$ cat src/rtl/vga_timing_monitor.sv
// vga_timing_monitor: receive-side VGA timing checker and pixel regenerator.
// Samples the sync/colour wires on the pixel clock and rebuilds (x, y, rgb).
// It verifies line length, frame length and sync widths, and locks after a
// run of clean frames.
// Optional feature: define VGA_MON_CRC_EN to enable the per-frame signature.
module vga_timing_monitor #(
  parameter int H_ACTIVE    = 640,
  parameter int H_FRONT     = 16,
  parameter int H_SYNC      = 96,
  parameter int H_BACK      = 48,
  parameter int V_ACTIVE    = 480,
  parameter int V_FRONT     = 10,
  parameter int V_SYNC      = 2,
  parameter int V_BACK      = 33,
  parameter int LOCK_FRAMES = 2
) (
  input  logic        clk_0,
  input  logic        rst,
  input  logic        h_sync,
  input  logic        v_sync,
  input  logic        red,
  input  logic        green,
  input  logic        blue,
  output logic [9:0]  pixel_x,
  output logic [9:0]  pixel_y,
  output logic [2:0]  rgb_out,
  output logic        pixel_valid,
  output logic        frame_start,
  output logic        locked,
  output logic        sync_err,
  output logic [7:0]  err_count,
  output logic [15:0] frame_crc,
  output logic        crc_valid
);

  localparam int H_TOTAL = H_ACTIVE + H_FRONT + H_SYNC + H_BACK;
  localparam int V_TOTAL = V_ACTIVE + V_FRONT + V_SYNC + V_BACK;

  localparam logic [9:0] H_LAST      = 10'(H_TOTAL - 1);
  localparam logic [9:0] H_SYNC_LAST = 10'(H_SYNC - 1);
  localparam logic [9:0] H_START     = 10'(H_SYNC + H_BACK);
  localparam logic [9:0] H_END       = 10'(H_SYNC + H_BACK + H_ACTIVE);
  localparam logic [9:0] V_LAST      = 10'(V_TOTAL - 1);
  localparam logic [9:0] V_SYNC_LAST = 10'(V_SYNC - 1);
  localparam logic [9:0] V_START     = 10'(V_SYNC + V_BACK);
  localparam logic [9:0] V_END       = 10'(V_SYNC + V_BACK + V_ACTIVE);
  localparam logic [9:0] CNT_MAX     = 10'd1023;
  localparam logic [9:0] CNT_PRE_MAX = 10'd1022;
  localparam logic [3:0] LOCK_LAST   = 4'(LOCK_FRAMES - 1);

  typedef enum logic [1:0] {SEARCH = 2'd0, TRACK = 2'd1, LOCKED = 2'd2} state_t;

  state_t     state;
  logic [3:0] good;

  // Input stage and one-cycle history for edge detection
  logic       hs_q, vs_q, hs_d, vs_d;
  logic [2:0] rgb_q;

  // Timing counters and per-line / per-frame bookkeeping
  logic [9:0] h_cnt, v_cnt;
  logic       v_pend, line_first, frame_first, frame_err;

  // Combinational view of the current registered sample
  logic       hs_fall, hs_rise, vs_fall, vs_rise;
  logic [9:0] h_pos;
  logic       frame_close, active, err_any, pix_ok;
  logic       line_err, width_err, tmo_err, frame_len_err, vwidth_err;

  assign hs_fall = hs_d & ~hs_q;
  assign hs_rise = ~hs_d & hs_q;
  assign vs_fall = vs_d & ~vs_q;
  assign vs_rise = ~vs_d & vs_q;

  // h_pos is the horizontal position of the sample now in the input register
  // (the value h_cnt takes next), so the active window lines up with rgb_q.
  assign h_pos = hs_fall ? 10'd0 : ((h_cnt == CNT_MAX) ? CNT_MAX : h_cnt + 10'd1);

  // A frame closes at the first line start after v_sync fell (same cycle allowed).
  assign frame_close = hs_fall & (v_pend | vs_fall);

  assign line_err      = hs_fall & ~line_first & (h_cnt != H_LAST);
  assign width_err     = hs_rise & (h_cnt != H_SYNC_LAST);
  assign tmo_err       = ~hs_fall & (h_cnt == CNT_PRE_MAX);
  assign frame_len_err = frame_close & ~frame_first & (v_cnt != V_LAST);
  assign vwidth_err    = vs_rise & (v_cnt != V_SYNC_LAST);
  assign err_any       = line_err | width_err | tmo_err | frame_len_err | vwidth_err;

  assign active = (h_pos >= H_START) && (h_pos < H_END) &&
                  (v_cnt >= V_START) && (v_cnt < V_END);

  // Valid pixels are suppressed in the cycle an error is seen
  assign pix_ok = (state == LOCKED) & active & ~err_any;

  // Register the pins once and keep the previous sample for edge detection
  always_ff @(posedge clk_0) begin
    if (rst) begin
      hs_q  <= 1'b1;
      vs_q  <= 1'b1;
      hs_d  <= 1'b1;
      vs_d  <= 1'b1;
      rgb_q <= 3'd0;
    end else begin
      hs_q  <= h_sync;
      vs_q  <= v_sync;
      hs_d  <= hs_q;
      vs_d  <= vs_q;
      rgb_q <= {red, green, blue};
    end
  end

  // Horizontal/vertical counters, pending frame flag and check exemptions
  always_ff @(posedge clk_0) begin
    if (rst) begin
      h_cnt       <= 10'd0;
      v_cnt       <= 10'd0;
      v_pend      <= 1'b0;
      line_first  <= 1'b1;
      frame_first <= 1'b1;
      frame_err   <= 1'b0;
    end else begin
      h_cnt <= h_pos;
      if (frame_close) begin
        v_cnt <= 10'd0;
      end else if (hs_fall && (v_cnt != CNT_MAX)) begin
        v_cnt <= v_cnt + 10'd1;
      end
      if (frame_close) begin
        v_pend <= 1'b0;
      end else if (vs_fall) begin
        v_pend <= 1'b1;
      end
      // While searching, the next line/frame boundary is treated as the first one
      if (hs_fall) begin
        line_first <= 1'b0;
      end else if (state == SEARCH) begin
        line_first <= 1'b1;
      end
      if (frame_close) begin
        frame_first <= 1'b0;
      end else if (state == SEARCH) begin
        frame_first <= 1'b1;
      end
      frame_err <= frame_close ? 1'b0 : (frame_err | err_any);
    end
  end

  // Lock FSM plus all registered status and pixel outputs
  always_ff @(posedge clk_0) begin
    if (rst) begin
      state       <= SEARCH;
      good        <= 4'd0;
      locked      <= 1'b0;
      sync_err    <= 1'b0;
      err_count   <= 8'd0;
      pixel_valid <= 1'b0;
      pixel_x     <= 10'd0;
      pixel_y     <= 10'd0;
      rgb_out     <= 3'd0;
      frame_start <= 1'b0;
    end else begin
      case (state)
        SEARCH: begin
          locked <= 1'b0;
          if (vs_fall) begin
            state <= TRACK;
            good  <= 4'd0;
          end
        end
        TRACK: begin
          if (err_any) begin
            good <= 4'd0;
          end else if (frame_close && !frame_first) begin
            if (frame_err) begin
              good <= 4'd0;
            end else if (good == LOCK_LAST) begin
              state  <= LOCKED;
              good   <= 4'd0;
              locked <= 1'b1;
            end else begin
              good <= good + 4'd1;
            end
          end
        end
        LOCKED: begin
          if (err_any) begin
            state  <= SEARCH;
            locked <= 1'b0;
          end
        end
        default: begin
          state  <= SEARCH;
          good   <= 4'd0;
          locked <= 1'b0;
        end
      endcase

      sync_err <= err_any & (state != SEARCH);
      if (err_any && (state != SEARCH) && (err_count != 8'd255)) begin
        err_count <= err_count + 8'd1;
      end

      pixel_valid <= pix_ok;
      pixel_x     <= pix_ok ? (h_pos - H_START) : 10'd0;
      pixel_y     <= pix_ok ? (v_cnt - V_START) : 10'd0;
      rgb_out     <= pix_ok ? rgb_q : 3'd0;
      frame_start <= (state == LOCKED) & vs_fall;
    end
  end

`ifdef VGA_MON_CRC_EN
  logic [15:0] sig;

  // One signature step: rotate left by one and fold in the pixel colour
  function automatic logic [15:0] sig_step(input logic [15:0] s, input logic [2:0] c);
    sig_step = {s[14:0], s[15]} ^ {13'd0, c};
  endfunction

  // Accumulate the frame signature over valid pixels; publish it at frame start
  always_ff @(posedge clk_0) begin
    if (rst) begin
      sig       <= 16'd0;
      frame_crc <= 16'd0;
      crc_valid <= 1'b0;
    end else begin
      crc_valid <= 1'b0;
      if ((state == LOCKED) && vs_fall) begin
        frame_crc <= sig;
        crc_valid <= 1'b1;
        sig       <= 16'd0;
      end else if (pix_ok) begin
        sig <= sig_step(sig, rgb_q);
      end
    end
  end
`else
  assign frame_crc = 16'd0;
  assign crc_valid = 1'b0;
`endif

endmodule
$ cat config.mk
export PLATFORM = sky130hd
export DESIGN_NAME = vga_timing_monitor
export DESIGN_NICKNAME = d
export VERILOG_FILES = /design/src/rtl/vga_timing_monitor.sv
export SDC_FILE = /design/constraint.sdc
export NUM_CORES = 1
export LEC_CHECK = 0
export CORE_UTILIZATION = 65
export DETAILED_ROUTE_END_ITERATION = 16
export DONT_BUFFER_PORTS = 1
export GPL_TIMING_DRIVEN = 0
export PLACE_DENSITY = 0.82
export SYNTH_ARGS = -nofsm -noshare
export SYNTH_HDL_FRONTEND = slang
export SYNTH_SLANG_ARGS = --single-unit
$ cat constraint.sdc
create_clock -name clk_0 -period 6.4 [get_ports clk_0]
set_input_delay 1.28 -clock clk_0 [delete_from_list [all_inputs] [get_ports clk_0]]
set_output_delay 1.28 -clock clk_0 [all_outputs]
set_load 0.02 [all_outputs]
---- Word-level counts from Yosys, hierarchy flattened ----
Index checks and enable logic that the tools add are counted.
Widths: inputs -> output; s select.
storage, ports and cells
  flip-flop bits (word level) ............. 72
  input port bits ......................... 7
cells by class
  bitwise gates (word level) .............. 32
  add/subtract/negate cells ............... 6
  multiplexer cells ....................... 24
  equality and inequality tests ........... 18
  order comparisons ....................... 4
  reductions and logical operators ........ 17
operators by type and width
  kind                   count
  $ne 10x10->1 const B   3
  $add 10x1->10 const B  2
  $eq 10x10->1 const B   2
  $lt 10x10->1 const B   2
  $mux 10                2
  $mux 4                 5
  $and 1x1->1            16
  $mux 2                 6
  $ne 2x2->1 const B     6
  $pmux 4 s3             1
  $ge 10x6->1 const B    1
  $ge 10x8->1 const B    1
  $ne 10x1->1 const B    1
  $ne 10x7->1 const B    1
  $not 1->1              10
  $sub 10x6->10 const B  1
  $sub 10x8->10 const B  1
  $add 8x1->8 const B    1
  $mux 1                 8
  $ne 8x8->1 const B     1
  $logic_and 1x1->1      7
  $or 1x1->1             6
  $pmux 2 s3             1
  $reduce_and 6->1       1
  other kinds (12)       15

---- Longest topological paths before layout ----
Gate-level depths: netlist of the first run.
  depth after elaboration ................. 12
  depth in mapped cells ................... 12

---- Worst setup path before layout of the first run ----
Ideal clock, no wire load.
  kind .................................... reg-to-reg
  from .................................... register h_cnt[2]
  to ...................................... register pixel_y[1]
  buffers on the path ..................... 2
  library setup time ...................... 73 ps
  arrival time ............................ 2481 ps
  period minus slack after synthesis ...... 2554 ps
  stages on the path, launching flop included .. 12
  slack ................................... 3846 ps
  cells stage by stage .................... dfxtp_1 -> and4_1 -> clkbuf_1 -> nand2_1 -> xnor2_1 -> o21ai_0 -> ha_1 -> and3_1 -> a22oi_1 -> o311a_1 -> buf_2 -> nor3b_2
on the way
  longest elaborated chain between the ends .. 11
  elaborated cells on any way between the ends .. 24
  those cells by class .................... add/sub (1); order compare (2); eq/ne (4); mux (2); bitwise (11); reduce/logical (4)
RTL lines
  item                                           RTL line  text
  start: declaration                             61        logic [9:0] h_cnt, v_cnt;
  start signal: assignment                       122       h_cnt <= h_pos;
  $add 10x1->10 or $eq 10x10->1 (tied branches)  77        assign h_pos = hs_fall ? 10'd0 : ((h_cnt == CNT_MAX) ? CNT_MAX : h_cnt + 10'd1);
  $mux 10 (2 in series)                          77
  $ge 10x8->1 or $lt 10x10->1 (tied branches)    89        assign active = (h_pos >= H_START) && (h_pos < H_END) &&
  $logic_and 1x1->1 (2 in series)                89
  $logic_and 1x1->1                              90        (v_cnt >= V_START) && (v_cnt < V_END);
  $and 1x1->1                                    93        assign pix_ok = (state == LOCKED) & active & ~err_any;
  $and 1x1->1 (*)                                93
  $not 1->1 (no line) (*)                        -
  $reduce_or 2->1 (no line) (*)                  -
  end signal: assignment                         205       pixel_y <= pix_ok ? (v_cnt - V_START) : 10'd0;
  end: declaration                               25        output logic [9:0] pixel_y,
Every way passes the cells marked *; elsewhere a longest branch is shown, timed or not.
A chain may end at the register's enable or synchronous reset.

---- Worst setup path in the final report of the first run ----
  from .................................... register h_cnt[5]
  to ...................................... register pixel_x[9]
on the way
  longest elaborated chain between the ends .. 11
  elaborated cells on any way between the ends .. 25
  those cells by class .................... add/sub (2); order compare (2); eq/ne (4); mux (2); bitwise (11); reduce/logical (4)
RTL lines
  item                                         RTL line  text
  $eq 10x10->1 (*)                             77
  $mux 10 (*) (2 in series)                    77
  net h_pos[4]                                 66        logic [9:0] h_pos;
  $ge 10x8->1 or $lt 10x10->1 (tied branches)  89
  $logic_and 1x1->1 (2 in series)              89
  $logic_and 1x1->1                            90
  $and 1x1->1 (2 in series)                    93
  $not 1->1 (no line)                          -
  $reduce_or 2->1 (no line)                    -
  end signal: assignment                       204       pixel_x <= pix_ok ? (h_pos - H_START) : 10'd0;
  end: declaration                             24        output logic [9:0] pixel_x,
The timed path passes the listed nets; every way through them passes the cells marked *.

==> flow_metrics.env, run 1 <==
export IMPL_run_status="finished, final reports clean"
export IMPL_max_freq_mhz=329
export IMPL_drive_above_1_share_pct=16.8
export IMPL_period_minus_slack_ps=3040
export IMPL_avgSynthCellArea_um2=8.96
export IMPL_max_stage_delay_ps=470
export IMPL_routed_wl_mm=7.85
export IMPL_die_height_um=76.6
export IMPL_slew_headroom_pct=42.8
export IMPL_synth_edf_count=0
export IMPL_io_buffers=0
export IMPL_grt_pass1_vias=2790
export IMPL_diodes=0
export IMPL_initial_core_util_pct=69.1
export IMPL_num_io_pins=59
export IMPL_post_cts_buffers=0
export IMPL_seqPwrFrac_pct=50.6
export IMPL_worst_ep_arrival_time_ps=3320
export IMPL_nets=448
export IMPL_power_leakage_uw=0.00151
export IMPL_cts_path_max_buffers=2
export IMPL_crit_type="flip-flop to flip-flop"
export IMPL_synth_top_area_share_pct=39.8
export IMPL_cts_root_buf="clkbuf_8"
export IMPL_synthFlopType="dfxtp_1"
export IMPL_fin_setup_tns_ps=0
export IMPL_fin_ws_ps=3360
export IMPL_critical_path_buf_inv_count=3
export IMPL_first_pass_iters=5
export IMPL_die_area_mm2=0.00587
export IMPL_cts_buffers=9
export IMPL_stdcell_count=505
export IMPL_synth_ff_latch_count=72
export IMPL_crit_top_cell="o211ai_1"
export IMPL_utilization_pct=75.9
export IMPL_path_delay_family="compound AO/OA/AOI/OAI gates"
export IMPL_ctsHoldBuffers=0
export IMPL_die_w_um=76.6
export IMPL_grt_pass1_wl_mm=12.9
export IMPL_area_delta_synth_final_pct=9.85
export IMPL_place_gp_congestion=0.910
export IMPL_synth_common_cells="dfxtp_1, nor2_1, nand2_1"
export IMPL_cts_clk_slew_worst_paths_ps=80
export IMPL_grtUsageTotal_pct=28.0
export IMPL_yosys_warnings=0
export IMPL_crit_path_start_kind="flip-flop"
export IMPL_fin_skew_ps=6.86
export IMPL_period_share_pct=47.6
export IMPL_core_mm2=0.00524
export IMPL_tightest_slew_ps=851
export IMPL_p_per_area_mw_per_mm2=229
export IMPL_dp_worst_setup_slack_ps=3410
export IMPL_antenna_found_initial=0
export IMPL_swShare_pct=24.0
export IMPL_grt_overflow=0
export IMPL_wl_per_cell_um=15.5
export IMPL_power_switching_uw=219
export IMPL_synth_area_leader_cell="dfxtp_1"
export IMPL_vias_per_cell=5.88
export IMPL_clkPwrFrac_pct=42.5
export IMPL_setup_viol=0
export IMPL_cts_tree="built"
export IMPL_grt_max_degree=13
export IMPL_async_flop_share_pct=0
export IMPL_path_max_fanout=10
export IMPL_seq_area_frac_synth_pct=39.8
export IMPL_worstPathCellList="clkbuf_1, nand4_1, o211ai_1, o211ai_1, inv_1, ha_1, and3_1, a22oi_1, o311a_1, buf_2, nor3_2"
export IMPL_cap_violations=0
export IMPL_critPathRequiredTime_ps=6680
export IMPL_hold_class="flip-flop to flip-flop"
export IMPL_synth_area_leaders="dfxtp_1, nor2_1, nor3_2"
export IMPL_synth_area_mm2=0.00362
export IMPL_p_int_uw=694
export IMPL_yosysUniqueCellTypes=63
export IMPL_hpwlAfterDp_mm=5.55
export IMPL_pwr_share_comb_pct=6.9
export IMPL_endpoint_kind="flip-flop"
export IMPL_htreeDepth=3
export IMPL_drv_slew=0
export IMPL_cts_resized_gates=0
export IMPL_rsz0062_at_grt="false"
export IMPL_clock_sinks=72
export IMPL_clock_latency_ps=350
export IMPL_drt_initial_drc_count=187
export IMPL_dp_cells=490
export IMPL_worst_path_max_delay_cell="o311a_1"
export IMPL_drc_errors=0
export IMPL_syn_inst=404
export IMPL_antenna_left=0
export IMPL_num_rows=26
export IMPL_yosysMostFrequentCell="dfxtp_1"
export IMPL_vdd_ir_drop_max_uv=177
export IMPL_dr_total_vias=2970
export IMPL_reg2reg_slack_ps=3360
export IMPL_hold_viol=0
layer usage:
metal	up-vias	track usage, %	routed length, µm	part of all wire, %
li1	1458	-	-	-
met1	1377	33.4	3390	43
met2	115	47.6	3850	49
met3	20	5.87	418	5.3
met4	0	14.2	188	2.4
met5	-	0	0	0
final cells by class:
type,count,area (µm²)
fill,401,1260
buffer,43,264
clock inverter,6,85.1
sequential,72,1440
tap,70,87.6
multi-input combinational,297,1940
clock buffer,9,124
inverter,8,30.0
power by group through the flow:
stage | combinational [µW] | sequential, µW | clock, µW
after CTS | 61.8 | 462 | 392
after floorplan | 49.8 | 471 | 0
after global routing | 68.6 | 463 | 411
final | 62.8 | 462 | 388
after global placement | 60.4 | 472 | 0
after detailed placement | 61.5 | 472 | 0
cell families after synthesis:
kind of cell             synth area share [%]
buffers and inverters                    8.12
AND/OR/NAND/NOR                          28.9
AO/OA/AOI/OAI                            12.7
flip-flops                               39.8
multiplexers                             2.32
XOR/XNOR                                 4.60
other                                   0.104
adder cells (fa/ha/maj)                  3.46
placed cells by master (no fill, tap or decap), types with 6 or more instances in the layout:
cell,synthesis,layout
xnor2_1,10,10
clkbuf_8,0,9
nor2_1,42,42
a21oi_1,10,10
ha_1,10,10
nor3_2,15,15
and3_1,8,8
o21ai_0,13,13
nor4_1,6,6
xor2_1,9,9
conb_1,1,17
nor3_1,15,15
nand2b_1,10,10
nand2_1,20,20
o31ai_1,6,6
nor2b_1,15,15
dfxtp_1,72,72
buf_4,18,18
inv_1,8,8
nand3_1,9,9
clkbuf_1,16,16
per-stage QoR:
stage                     total power, µW  hold slack [ps]  cell area (µm²)
after floorplan                       520              441             3680
after global placement                532              446             3770
after detailed placement              534              456             3770
after CTS                             916              479             3980
after global routing                  942              497             3980
final                                 913              480             3980
path summary, 6_finish.rpt:
kind,cells past startpoint,start,endpoint
worst max register to register,11,h_cnt[5]$_SDFF_PP0_,pixel_x[9]$_SDFF_PP0_
worst min-delay path,1,rgb_q[2]$_SDFF_PP0_,rgb_out[2]$_SDFF_PP0_
worst max-delay path,11,h_cnt[5]$_SDFF_PP0_,pixel_x[9]$_SDFF_PP0_
worst min register to register,1,rgb_q[2]$_SDFF_PP0_,rgb_out[2]$_SDFF_PP0_
flip-flops by register name (all words and copies together), names as in the netlist, 2 cells and up:
name       count
pixel_y       10
rgb_q          3
state          2
rgb_out        3
good           4
v_cnt         10
err_count      8
pixel_x       10
h_cnt         10
(Power assumes the default switching activity.)
==> inputs of run 2 (changes only) <==
Settings changed: CORE_UTILIZATION 65 to 63, PLACE_DENSITY 0.82 to 0.8.
Clock period 6.4 ns to 3.09 ns, I/O delays scaled along.
==> run 2 against run 1 <==
Compared with the run above:
- non-clock buffer count down 3
- count of clock-buffer cells in the layout is 2 higher
- total power increased by 100%
- setup slack worse by 3100 ps
- register-to-register slack worse by 3100 ps
- critical path type unchanged
- critical endpoint is now pixel_y[9]$_SDFF_PP0_
==> flow_metrics.env, run 2 (synthesis results as in run 1) <==
export IMPL_run_status="finished, final reports clean"
export IMPL_fin_ws_ps=226
export IMPL_wl_per_cell_um=15.3
export IMPL_routed_wl_mm=7.72
export IMPL_period_share_pct=92.7
export IMPL_die_area_mm2=0.00605
export IMPL_period_minus_slack_ps=2860
export IMPL_htreeDepth=3
export IMPL_die_w_um=77.8
export IMPL_cts_tree="built"
export IMPL_hpwlAfterDp_mm=5.57
export IMPL_vias_per_cell=5.76
export IMPL_crit_type="flip-flop to flip-flop"
export IMPL_worst_ep_arrival_time_ps=3090
export IMPL_num_rows=27
export IMPL_area_delta_synth_final_pct=10.1
export IMPL_hold_viol=0
export IMPL_place_gp_congestion=0.877
export IMPL_ctsHoldBuffers=0
export IMPL_crit_path_start_kind="flip-flop"
export IMPL_critPathRequiredTime_ps=3310
export IMPL_fin_skew_ps=8.21
export IMPL_cts_clk_slew_worst_paths_ps=80
export IMPL_diodes=0
export IMPL_slew_headroom_pct=50.0
export IMPL_p_per_area_mw_per_mm2=465
export IMPL_dr_total_vias=2907
export IMPL_path_max_fanout=10
export IMPL_cts_root_buf="clkbuf_8"
export IMPL_drt_initial_drc_count=160
export IMPL_cap_violations=0
export IMPL_max_freq_mhz=349
export IMPL_vdd_ir_drop_max_uv=292
export IMPL_power_leakage_uw=0.00152
export IMPL_first_pass_iters=4
export IMPL_nets=445
export IMPL_fin_setup_tns_ps=0
export IMPL_fin_area_mm2=0.00399
export IMPL_rsz0062_at_grt="false"
export IMPL_io_buffers=0
export IMPL_drive_above_1_share_pct=17.6
export IMPL_grtUsageTotal_pct=26.7
export IMPL_reg2reg_slack_ps=230
export IMPL_die_height_um=77.8
export IMPL_final_common_cell="dfxtp_1"
export IMPL_drc_errors=0
export IMPL_clock_latency_ps=340
export IMPL_grt_max_degree=13
export IMPL_core_mm2=0.00551
export IMPL_grt_pass1_wl_mm=12.7
export IMPL_setup_viol=0
export IMPL_utilization_pct=72.4
export IMPL_grt_pass1_vias=2705
export IMPL_final_cell_mix="dfxtp_1, nor2_1, nand2_1"
export IMPL_dp_worst_setup_slack_ps=83.8
export IMPL_drv_slew=0
export IMPL_placement_cell_area_mm2=0.00377
export IMPL_hold_class="input pin to flip-flop"
export IMPL_cts_resized_gates=0
export IMPL_antenna_found_initial=0
export IMPL_clock_sinks=72
export IMPL_tightest_slew_ps=741
export IMPL_endpoint_kind="flip-flop"
export IMPL_hold_slack_ps=374
export IMPL_grt_overflow=0
export IMPL_num_io_pins=59
export IMPL_cts_buffers=9
export IMPL_post_cts_buffers=0
export IMPL_initial_core_util_pct=65.7
export IMPL_cts_path_max_buffers=2
export IMPL_antenna_left=0
## run 2: changes by cell type in the layout (fill, tap and decap cells not counted), sizes merged
cell	delta
bufinv	-1
clkbuf	+1
buf	-2
## run 2: final timing paths
| path | from | endpoint | depth (start not counted) |
|---|---|---|---|
| min | h_sync | hs_q$_SDFF_PP1_ | 1 |
| min reg2reg | rgb_q[0]$_SDFF_PP0_ | rgb_out[0]$_SDFF_PP0_ | 1 |
| max reg2reg | h_cnt[1]$_SDFF_PP0_ | pixel_y[9]$_SDFF_PP0_ | 12 |
| max | h_cnt[1]$_SDFF_PP0_ | pixel_y[9]$_SDFF_PP0_ | 12 |
## run 2: report_power, final
| part | leakage [µW] | internal (µW) | switching [µW] | total (µW) |
|---|---|---|---|---|
| logic | 0.000831 | 47.8 | 82.0 | 130 |
| registers | 0.000583 | 942 | 15.0 | 957 |
| clock network | 0.000101 | 414 | 352 | 766 |
| total | 0.00152 | 1400 | 449 | 1850 |
## run 2: layer usage
layer	share of wire, %	vias up	global-route usage, %
li1	-	1441	-
met3	4.6	17	4.47
met4	2.5	0	12.3
met2	50	85	45.3
met5	0	-	0
met1	43	1364	33.0
## run 2: per-stage QoR
step                total power, µW  cells
finish                         1850    505
global route                   1910    505
CTS                            1860    508
detailed placement             1100    492
global placement               1100    492
floorplan                      1080    420
## run 2: final cells by class
cell class,instances,area [µm²]
Tap cell,72,90.1
Fill cell,432,1520
Multi-Input combinational cell,297,1960
Inverter,8,30.0
Sequential cell,72,1440
Clock inverter,5,55.1
Buffer,40,258
Clock buffer,11,151
## run 2: worst max-delay path: stages (launching register included)
cell      delay, ps
dfxtp_1         410
ha_1            320
and3_1          210
buf_4           160
o211ai_1        120
o211ai_1        190
inv_1           120
ha_1            230
and3_1          160
a22oi_1         220
o311a_4         280
clkbuf_4        260
nor3_2           70
==> inputs of run 3 (changes only) <==
Settings changed: CORE_MARGIN from default to 1.5.
==> run 3 against run 2 <==
Compared with the run above:
- sequential power about the same
- clock skew about the same
- cell count up 0.20%
- sequential share of layout area up 0.15 points
- first-iteration DRC count up 41%
- via count up 2.3%
- critical path type unchanged
- largest cell class unchanged
==> flow_metrics.env, run 3 (synthesis results as in run 1) <==
export IMPL_path_max_fanout=10
export IMPL_nets=447
export IMPL_num_rows=27
export IMPL_r2r_start="h_cnt[2]$_SDFF_PP0_"
export IMPL_min_delay_start="h_sync"
export IMPL_slew_headroom_pct=45.4
export IMPL_clock_latency_ps=360
export IMPL_setup_viol=0
export IMPL_rr_endpoint="rgb_out[0]$_SDFF_PP0_"
export IMPL_dp_cells=492
export IMPL_finalPower_uw=1820
export IMPL_num_io_pins=59
export IMPL_grtUsageTotal_pct=26.5
export IMPL_worst_ep_arrival_time_ps=3200
export IMPL_min_path_cells=1
export IMPL_antenna_left=0
export IMPL_io_buffers=0
export IMPL_antenna_found_initial=0
export IMPL_die_area_mm2=0.00621
export IMPL_stdcell_count=506
export IMPL_area_delta_synth_final_pct=9.68
export IMPL_grt_max_degree=13
export IMPL_p_per_area_mw_per_mm2=458
export IMPL_hold_class="input pin to flip-flop"
export IMPL_reg2reg_slack_ps=170
export IMPL_diodes=0
export IMPL_period_share_pct=94.4
export IMPL_max_freq_mhz=343
export IMPL_vias_per_cell=5.88
export IMPL_hold_viol=0
export IMPL_final_common_cell="dfxtp_1"
export IMPL_cts_tree="built"
export IMPL_final_cell_mix="dfxtp_1, nor2_1, nand2_1"
export IMPL_die_height_um=78.8
export IMPL_drc_errors=0
export IMPL_holdPathEnd="hs_q$_SDFF_PP1_"
export IMPL_cts_clk_slew_worst_paths_ps=80
export IMPL_reg2reg_depth=11
export IMPL_wl_per_cell_um=15.6
export IMPL_critPathRequiredTime_ps=3380
export IMPL_die_w_um=78.8
export IMPL_run_status="finished, final reports clean"
export IMPL_hold_slack_ps=358
export IMPL_first_pass_iters=5
export IMPL_period_minus_slack_ps=2920
export IMPL_post_cts_buffers=0
export IMPL_tightest_slew_ps=809
export IMPL_power_leakage_uw=0.00151
export IMPL_grt_pass1_wl_mm=12.7
export IMPL_grt_overflow=0
export IMPL_dr_total_vias=2974
export IMPL_cts_buffers=9
export IMPL_place_gp_congestion=0.911
export IMPL_vdd_ir_drop_max_uv=265
export IMPL_ctsHoldBuffers=0
export IMPL_hpwlAfterDp_mm=5.53
export IMPL_cap_violations=0
export IMPL_drive_above_1_share_pct=17.3
export IMPL_routed_wl_mm=7.90
export IMPL_grt_pass1_vias=2769
export IMPL_multi_input_area_mm2=0.00196
export IMPL_cts_path_max_buffers=2
export IMPL_core_mm2=0.00554
export IMPL_crit_path_start_kind="flip-flop"
export IMPL_cts_root_buf="clkbuf_8"
export IMPL_fin_skew_ps=8.53
export IMPL_drv_slew=0
export IMPL_clock_sinks=72
export IMPL_n_fill_cell=436
export IMPL_drt_initial_drc_count=226
export IMPL_seqCellArea_mm2=0.00144
export IMPL_initial_core_util_pct=65.3
export IMPL_htreeDepth=3
export IMPL_crit_type="flip-flop to flip-flop"
export IMPL_endpoint_kind="flip-flop"
run 3: cell types whose count changed in the layout (fill, tap and decap cells not counted), sizes merged:
cell	change
buf	+1
clkinvlp	-1
clkbuf	-1
clkinv	+2
run 3: critical path: stages (launching register included):
cell      delay (ps)
dfxtp_1          440
and4_1           220
clkbuf_1         330
nand2_1          120
xnor2_1          140
o21ai_1          270
ha_1             230
and3_1           150
a22oi_1           80
o311a_4          420
buf_2            230
nor3b_2          210
run 3: repair_timing:
action | in CTS | in global routing
endpoints found under the hold margin | 0 | 0
setup endpoints to repair | 0 | 28
gates resized for setup | 0 | 4
run 3: worst max-delay path by stage:
stage / startpoint / end / slack (ps)
2_1_floorplan: h_cnt[2]$_SDFF_PP0_ / pixel_y[1]$_SDFF_PP0_ / 540
3_3_place_gp: h_cnt[5]$_SDFF_PP0_ / pixel_y[6]$_SDFF_PP0_ / 160
3_5_place_dp: h_cnt[2]$_SDFF_PP0_ / rgb_out[0]$_SDFF_PP0_ / 130
4_1_cts: h_cnt[2]$_SDFF_PP0_ / rgb_out[0]$_SDFF_PP0_ / 90
5_1_grt: h_cnt[4]$_SDFF_PP0_ / pixel_y[7]$_SDFF_PP0_ / -10
6_report: h_cnt[2]$_SDFF_PP0_ / rgb_out[0]$_SDFF_PP0_ / 170
run 3: power by group:
| group | switching [µW] | internal (µW) | total [µW] |
|---|---|---|---|
| Clock | 365 | 365 | 730 |
| Combinational | 83.8 | 47.9 | 132 |
| Sequential | 15.0 | 942 | 957 |
| Total | 463 | 1350 | 1820 |
run 3: final cells by class:
cell class	count	area share, %
Clock inverter	6	1.54
Multi-Input combinational cell	297	49.4
Sequential cell	72	36.3
Inverter	8	0.756
Clock buffer	9	3.12
Tap cell	72	2.27
Buffer	42	6.62
run 3: layer usage:
layer	share of wire (%)	routed length, µm	vias up	track usage [%]
met2	50	3940	97	46.2
met1	43	3360	1403	31.0
met4	3.0	235	0	13.2
met3	4.7	372	21	5.06
li1	-	-	1453	-
met5	0	0	-	0
run 3: per-stage QoR:
stage | worst slack [ps] | utilization (%) | area [µm²] | setup TNS [ps]
detailed placement | 134 | 68.0 | 3770 | 0
global route | -9.52 | 71.7 | 3970 | -14.0
finish | 173 | 71.7 | 3970 | 0
global placement | 164 | 68.0 | 3770 | 0
CTS | 86.4 | 71.4 | 3960 | 0
floorplan | 536 | - | 3680 | 0
